File: src/rtl/mdu_pkg.sv
// mdu_pkg: shared state encoding, opcode values and default widths for the MDU issue controller.
package mdu_pkg;

    typedef enum logic [2:0] {
        IDLE,
        ISSUE,
        WAIT,
        WB,
        DRAIN
    } mdu_state_t;

    localparam int OP_MUL      = 0;
    localparam int OP_DIV      = 1;
    localparam int DEF_DATA_W  = 32;
    localparam int DEF_OP_W    = 3;
    localparam int DEF_RD_W    = 5;
    localparam int DEF_TIMEOUT = 63;

    function automatic int cnt_width(input int limit);
        return (limit < 1) ? 1 : $clog2(limit + 1);
    endfunction

endpackage

File: src/rtl/mdu_timeout_cnt.sv
// mdu_timeout_cnt: saturating cycle counter with synchronous clear, enable and an at-limit flag.
module mdu_timeout_cnt import mdu_pkg::*; #(
    parameter int LIMIT = DEF_TIMEOUT
) (
    input  logic clk,
    input  logic rst,
    input  logic clr,
    input  logic en,
    output logic at_limit
);

    localparam int CW = cnt_width(LIMIT);

    logic [CW-1:0] cnt;

    assign at_limit = (cnt == CW'(LIMIT));

    // Holding at LIMIT keeps at_limit asserted until the next clear.
    always_ff @(posedge clk or posedge rst) begin
        if (rst)
            cnt <= '0;
        else if (clr)
            cnt <= '0;
        else if (en && !at_limit)
            cnt <= cnt + 1'b1;
    end

endmodule

File: src/rtl/mdu_issue_ctrl.sv
// mdu_issue_ctrl: issues one mul/div op to the multi-cycle MDU and presents a one-cycle writeback.
// Optional MDU_DIV0_BYPASS_EN: divide-by-zero completes locally with an all-ones result.
module mdu_issue_ctrl import mdu_pkg::*; #(
    parameter int DATA_W  = DEF_DATA_W,
    parameter int OP_W    = DEF_OP_W,
    parameter int RD_W    = DEF_RD_W,
    parameter int TIMEOUT = DEF_TIMEOUT
) (
    input  logic              clk,
    input  logic              rst,
    input  logic              req_valid,
    output logic              req_ready,
    input  logic [OP_W-1:0]   req_op,
    input  logic [DATA_W-1:0] req_a,
    input  logic [DATA_W-1:0] req_b,
    input  logic [RD_W-1:0]   req_rd,
    input  logic              flush,
    output logic              mdu_start,
    output logic [OP_W-1:0]   mdu_op,
    output logic [DATA_W-1:0] mdu_a,
    output logic [DATA_W-1:0] mdu_b,
    input  logic              mdu_valid,
    input  logic [DATA_W-1:0] mdu_result,
    output logic              stall,
    output logic [RD_W-1:0]   busy_rd,
    output logic              busy_rd_vld,
    output logic              wb_valid,
    output logic [RD_W-1:0]   wb_rd,
    output logic [DATA_W-1:0] wb_data,
    output logic              wb_err
);

    mdu_state_t      state, state_nx;
    logic [RD_W-1:0] rd_q;
    logic            err_q;
    logic            accept, bypass, to_hit, done, capture, abort;

    assign accept = (state == IDLE) && req_valid && !flush;

`ifdef MDU_DIV0_BYPASS_EN
    assign bypass = accept && (req_op != OP_W'(OP_MUL)) && (req_b == '0);
`else
    assign bypass = 1'b0;
`endif

    assign done    = mdu_valid || to_hit;
    assign capture = (state == WAIT) && !flush && mdu_valid;
    assign abort   = (state == WAIT) && !flush && !mdu_valid && to_hit;

    mdu_timeout_cnt #(.LIMIT(TIMEOUT)) u_timeout (
        .clk      (clk),
        .rst      (rst),
        .clr      (state == ISSUE),
        .en       ((state == WAIT) || (state == DRAIN)),
        .at_limit (to_hit)
    );

    always_ff @(posedge clk or posedge rst) begin
        if (rst)
            state <= IDLE;
        else
            state <= state_nx;
    end

    // A flush in WAIT beats a same-cycle valid; DRAIN then waits out the unit.
    always_comb begin
        state_nx    = state;
        req_ready   = 1'b0;
        mdu_start   = 1'b0;
        stall       = 1'b1;
        busy_rd_vld = 1'b0;
        wb_valid    = 1'b0;
        wb_err      = 1'b0;
        case (state)
            IDLE: begin
                req_ready = !rst;
                stall     = 1'b0;
                state_nx  = accept ? (bypass ? WB : ISSUE) : IDLE;
            end
            ISSUE: begin
                mdu_start   = 1'b1;
                busy_rd_vld = 1'b1;
                state_nx    = flush ? DRAIN : WAIT;
            end
            WAIT: begin
                busy_rd_vld = 1'b1;
                state_nx    = flush ? DRAIN : (done ? WB : WAIT);
            end
            WB: begin
                busy_rd_vld = 1'b1;
                wb_valid    = 1'b1;
                wb_err      = err_q;
                state_nx    = IDLE;
            end
            DRAIN: begin
                state_nx = done ? IDLE : DRAIN;
            end
            default: begin
                state_nx = IDLE;
            end
        endcase
    end

    always_ff @(posedge clk or posedge rst) begin
        if (rst) begin
            mdu_op  <= '0;
            mdu_a   <= '0;
            mdu_b   <= '0;
            rd_q    <= '0;
            wb_data <= '0;
            err_q   <= 1'b0;
        end else begin
            if (accept) begin
                mdu_op <= req_op;
                mdu_a  <= req_a;
                mdu_b  <= req_b;
                rd_q   <= req_rd;
            end
            if (bypass) begin
                wb_data <= '1;
                err_q   <= 1'b0;
            end else if (capture) begin
                wb_data <= mdu_result;
                err_q   <= 1'b0;
            end else if (abort) begin
                wb_data <= '0;
                err_q   <= 1'b1;
            end
        end
    end

    assign busy_rd = rd_q;
    assign wb_rd   = rd_q;

endmodule

File: config.mk
export PLATFORM = sky130hd
export DESIGN_NAME = mdu_issue_ctrl
export DESIGN_NICKNAME = d
export VERILOG_FILES = /design/src/rtl/mdu_pkg.sv /design/src/rtl/mdu_timeout_cnt.sv /design/src/rtl/mdu_issue_ctrl.sv
export SDC_FILE = /design/constraint.sdc
export NUM_CORES = 1
export LEC_CHECK = 0
export BUFFER_PORTS_ARGS = -buffer_cell sky130_fd_sc_hd__buf_2
export CAP_MARGIN = 10
export CORE_MARGIN = 5
export CORE_UTILIZATION = 42
export CTS_CLUSTER_DIAMETER = 50
export DETAILED_ROUTE_END_ITERATION = 8
export PLACE_DENSITY = 0.76
export SYNTH_ARGS = -nofsm -noshare
export SYNTH_HDL_FRONTEND = slang
export SYNTH_HIERARCHICAL = 1
export SYNTH_SLANG_ARGS = --single-unit
File: constraint.sdc
create_clock -name clk -period 4.16 [get_ports clk]
set_clock_uncertainty 0.15 [all_clocks]
set_input_delay 1.04 -clock clk [delete_from_list [all_inputs] [get_ports clk]]
set_output_delay 1.04 -clock clk [all_outputs]
set_load 0.02 [all_outputs]
# Word-level counts from Yosys, hierarchy flattened
# Index checks and enable logic that the tools add are counted.
# totals
in_bits	109
register_bits	114
# op_classes
muxes	18
reduce_logical	17
addsub	1
n_eq_ne	5
# ops
cell	count
$mux 32	2
$mux 6	2
$pmux 3 s4	1
$mux 1	10
$mux 3	3
$logic_and 1x1->1	7
$add 6x1->6 const B	1
$eq 3x2->1 const B	2
$eq 6x6->1 const B	1
$logic_not 1->1	4
$reduce_bool 2->1	2
$eq 3x1->1 const B	1
$eq 3x3->1 const B	1
$logic_not 3->1	1
$reduce_or 3->1	1
$logic_or 1x1->1	2

# Logic depth before layout (Yosys ltp)
# depth
ltp_word	6
mapped_depth	7
ltp_nobuf	6

# Hierarchy
# The synthesis kept the hierarchy.
# by_module_without_submodules
module	seq_area_each_um2	area_each_um2	cells_per_inst	instances
mdu_issue_ctrl	2702.6	4424.2	258	1
mdu_timeout_cnt	150.1	369.1	37	1

# Worst setup path before layout
# OpenSTA, ideal clock, no wires.
# synth_timing
path_kind	register to output
start	reg state[1]
end	out mdu_start
slack_ns	1.465
stages_incl_launch_ff	3
n_path_buf	1
required_ns	2.970
arrival_time_ns	1.505
cell_sequence	dfrtp_1 > buf_2 > nor3b_1
# synth_via
elab_chain_len	2
# synth_lines
item	line_no	text
start: declaration	mdu_issue_ctrl.sv:33	mdu_state_t state, state_nx;
start signal: assignment	mdu_issue_ctrl.sv:62	state <= state_nx;
$eq 3x1->1	mdu_issue_ctrl.sv:74	case (state)
$mux 1	mdu_issue_ctrl.sv:74	
end: declaration	mdu_issue_ctrl.sv:18	output logic mdu_start,
# Every way passes these cells.

# Worst setup path in the final report
# layout_timing
start	reg state[2]
end	out wb_err
# layout_via
elab_chain_len	2
# layout_lines
item	line_no	text
$eq 3x2->1	mdu_issue_ctrl.sv:74	
$mux 1	mdu_issue_ctrl.sv:74	
end: declaration	mdu_issue_ctrl.sv:30	output logic wb_err
# Every way passes these cells.

==> flow_summary.toml <==
[drt]
drt-initial-drc-count = 98
via_count = 3235
avgRoutedWirePerCell_um = 16.55
routed_wl_um = 11160
drtPass1Iterations = 4
vias_per_cell = 4.800
drcViolationCount = 0
detail-route-antenna-nets = 0

[clock_tree]
insertion_delay_ns = 0.40
root_buffer = "clkbuf_16"
htree_levels = 4
clockBufferDepth = 2
cts_tree = "done"
holdBufCountCts = 0
clk_pin_slew_ns = 0.05
numClockSinks = 114
cts_resized = 0
post_cts.repair.setup_buffers = 0
cts_made_buffers = 17

[global_routing]
grt_overflow_total = 0
grt_max_degree = 68
grt_pass1_vias = 3482
grt_pass1_wl_um = 16930
antenna_found_initial = 0
grt_util_all_layers_pct = 16.27

[pwr]
total_power_mw = 5.829
ir_drop_mv = 0.5833
power_density_nw_per_um2 = 894.6
p_leak_nw = 3.512

[sta]
hold_viol_final = 0
maxSlewHeadroom_pct = 43.04
setup_tns_ns = 0
tightest_slew_ns = 0.8544
setup_viol = 0
final_max_slew_viol_count = 0
period_needed_ns = 2.739
fin_ws_ns = 1.421
min_period_over_period_pct = 65.84
rsz0062_at_grt = "false"
fmax_mhz = 365.1

[setup_path]
startpoint_type = "flop"
path_class = "flop to output pin"
cp.arrival_ns = 1.55
r2r_start = "state[2]"
crit_fanout = 8
worst_setup_path_end_kind = "output pin"
r2r_end = "busy_rd[2]"
required_ns = 2.97
reg2reg_depth = 4
r2r_slack_ns = 2.13

[synthesis]
ys_types = 35
synthTopCellsByArea = "dfrtp_1 (60%), mux2_4 (22%), a22o_1 (5.8%)"
postSynth.asyncResetShare_pct = 100.0
synth_top_area_share_pct = 59.51
yosys_warnings = 6
synth_top_area_cell = "dfrtp_1"
ys_ff_latch = 114
synthesis.instances = 295
yosys-top-cells-count = "dfrtp_1 (114), mux2_4 (69), a22o_1 (32)"
synth.most_common_cell = "dfrtp_1"
yosys_most_used_dff = "dfrtp_1"
ys_seq_area_share_pct = 59.51
avgSynthCellArea_sq_um = 16.25
syn_nets = 405
synth_edf_count = 0
syn_area_sq_um = 4793

[outcome]
outcome = "finished, final reports clean"

[die]
start_util_pct = 42.34
core_area_sq_um = 11320
io_pins = 224
die_area_sq_um = 13650
dieWidth_um = 116.8
rows = 39
die_h_um = 116.8

[min_path]
hp-class = "flop to flop"
holdPathEnd = "wb_data[11]"
worstHoldStart = "wb_data[11]"
holdPathStages = 1

[placed_design]
gp_congestion = 0.7505
portBuffers = 223
place_area_sq_um = 5933
place_worst_setup_slack_ns = 1.490
dp_hpwl_um = 8161

[finish]
nets = 631
area_growth_pct = 35.94
drive_gt1_share_pct = 63.28
utilization_pct = 57.56
fillers = 923
fin_area_sq_um = 6516
antennaDiodeCount = 0

[run]
maxCapViolCount = 0
[area by class of cell]
class	count	area (sq um)	share of cell area [%]
sequential	114	2853	43.78
clock buffer	23	478.0	7.335
inverter	6	25.02	0.3840
multi-input combinational	153	1703	26.13
tap	143	178.9	2.746
clock inverter	6	105.1	1.613
timing repair buffer	229	1174	18.01
[metrics by stage]
stage	hold slack [ns]	cells
6_report	0.3494	674
5_1_grt	0.3648	674
4_1_cts	0.3533	674
3_5_place_dp	0.3368	645
3_3_place_gp	0.3348	645
2_1_floorplan	0.3321	295
[metal layers]
layer	wire length, um	part of all wire [%]	vias to the layer above	global-route usage [%]
met1	4627	41	1557	20.28
met3	1033	9.3	11	5.861
li1	-	-	1520	-
met5	0	0	-	0
met2	5367	48	147	25.29
met4	129	1.2	0	7.722
[flip-flops by register name, indices dropped and copies added (netlist names)]
name	cells
mdu_b	32
state	3
mdu_a	32
wb_data	32
err_q	1
u_timeout/cnt	6
mdu_op	3
busy_rd	5
[worst max path at each step]
stage | from | end | slack (ns)
after floorplan | rst | busy_rd[0] | 0.12
after global placement | flush | busy_rd[2] | 1.52
after detailed placement | flush | busy_rd[3] | 1.49
after CTS | state[2] | wb_err | 1.38
after global routing | state[2] | wb_err | 1.32
final | state[2] | wb_err | 1.42
[cell families (layout without fill, tap and decap cells)]
family | after synthesis | count (layout) | share of synthesized area [%]
AO/OA/AOI/OAI | 46 | 46 | 8.066
XOR/XNOR | 2 | 2 | 0.3655
adder cells (fa/ha/maj) | 1 | 1 | 0.2610
buffers and inverters | 28 | 264 | 4.959
flip-flops | 114 | 114 | 59.51
multiplexers | 72 | 72 | 22.32
AND/OR/NAND/NOR | 32 | 32 | 4.516
[layout by cell type, fill, tap and decap left out, types with 5 or more instances in the layout]
master / synthesis / final
buf_2: 1 / 223
dfrtp_1: 114 / 114
mux2_4: 69 / 69
a22o_1: 32 / 32
clkbuf_16: 0 / 17
nor2_1: 6 / 6
nand2_1: 6 / 6
inv_1: 6 / 5
buf_4: 7 / 5
[power by group]
group | switching (mW) | total [mW] | internal (mW)
combinational | 1.29 | 2.42 | 1.13
clock | 0.453 | 1.43 | 0.974
sequential | 0.336 | 1.98 | 1.64
total | 2.08 | 5.83 | 3.75
[critical path: stages (launching register included)]
cell	delay, ns
dfrtp_1	0.53
inv_1	0.12
and3_1	0.21
and2_1	0.15
buf_2	0.15
Note: power is estimated with default switching activity, not from simulation.
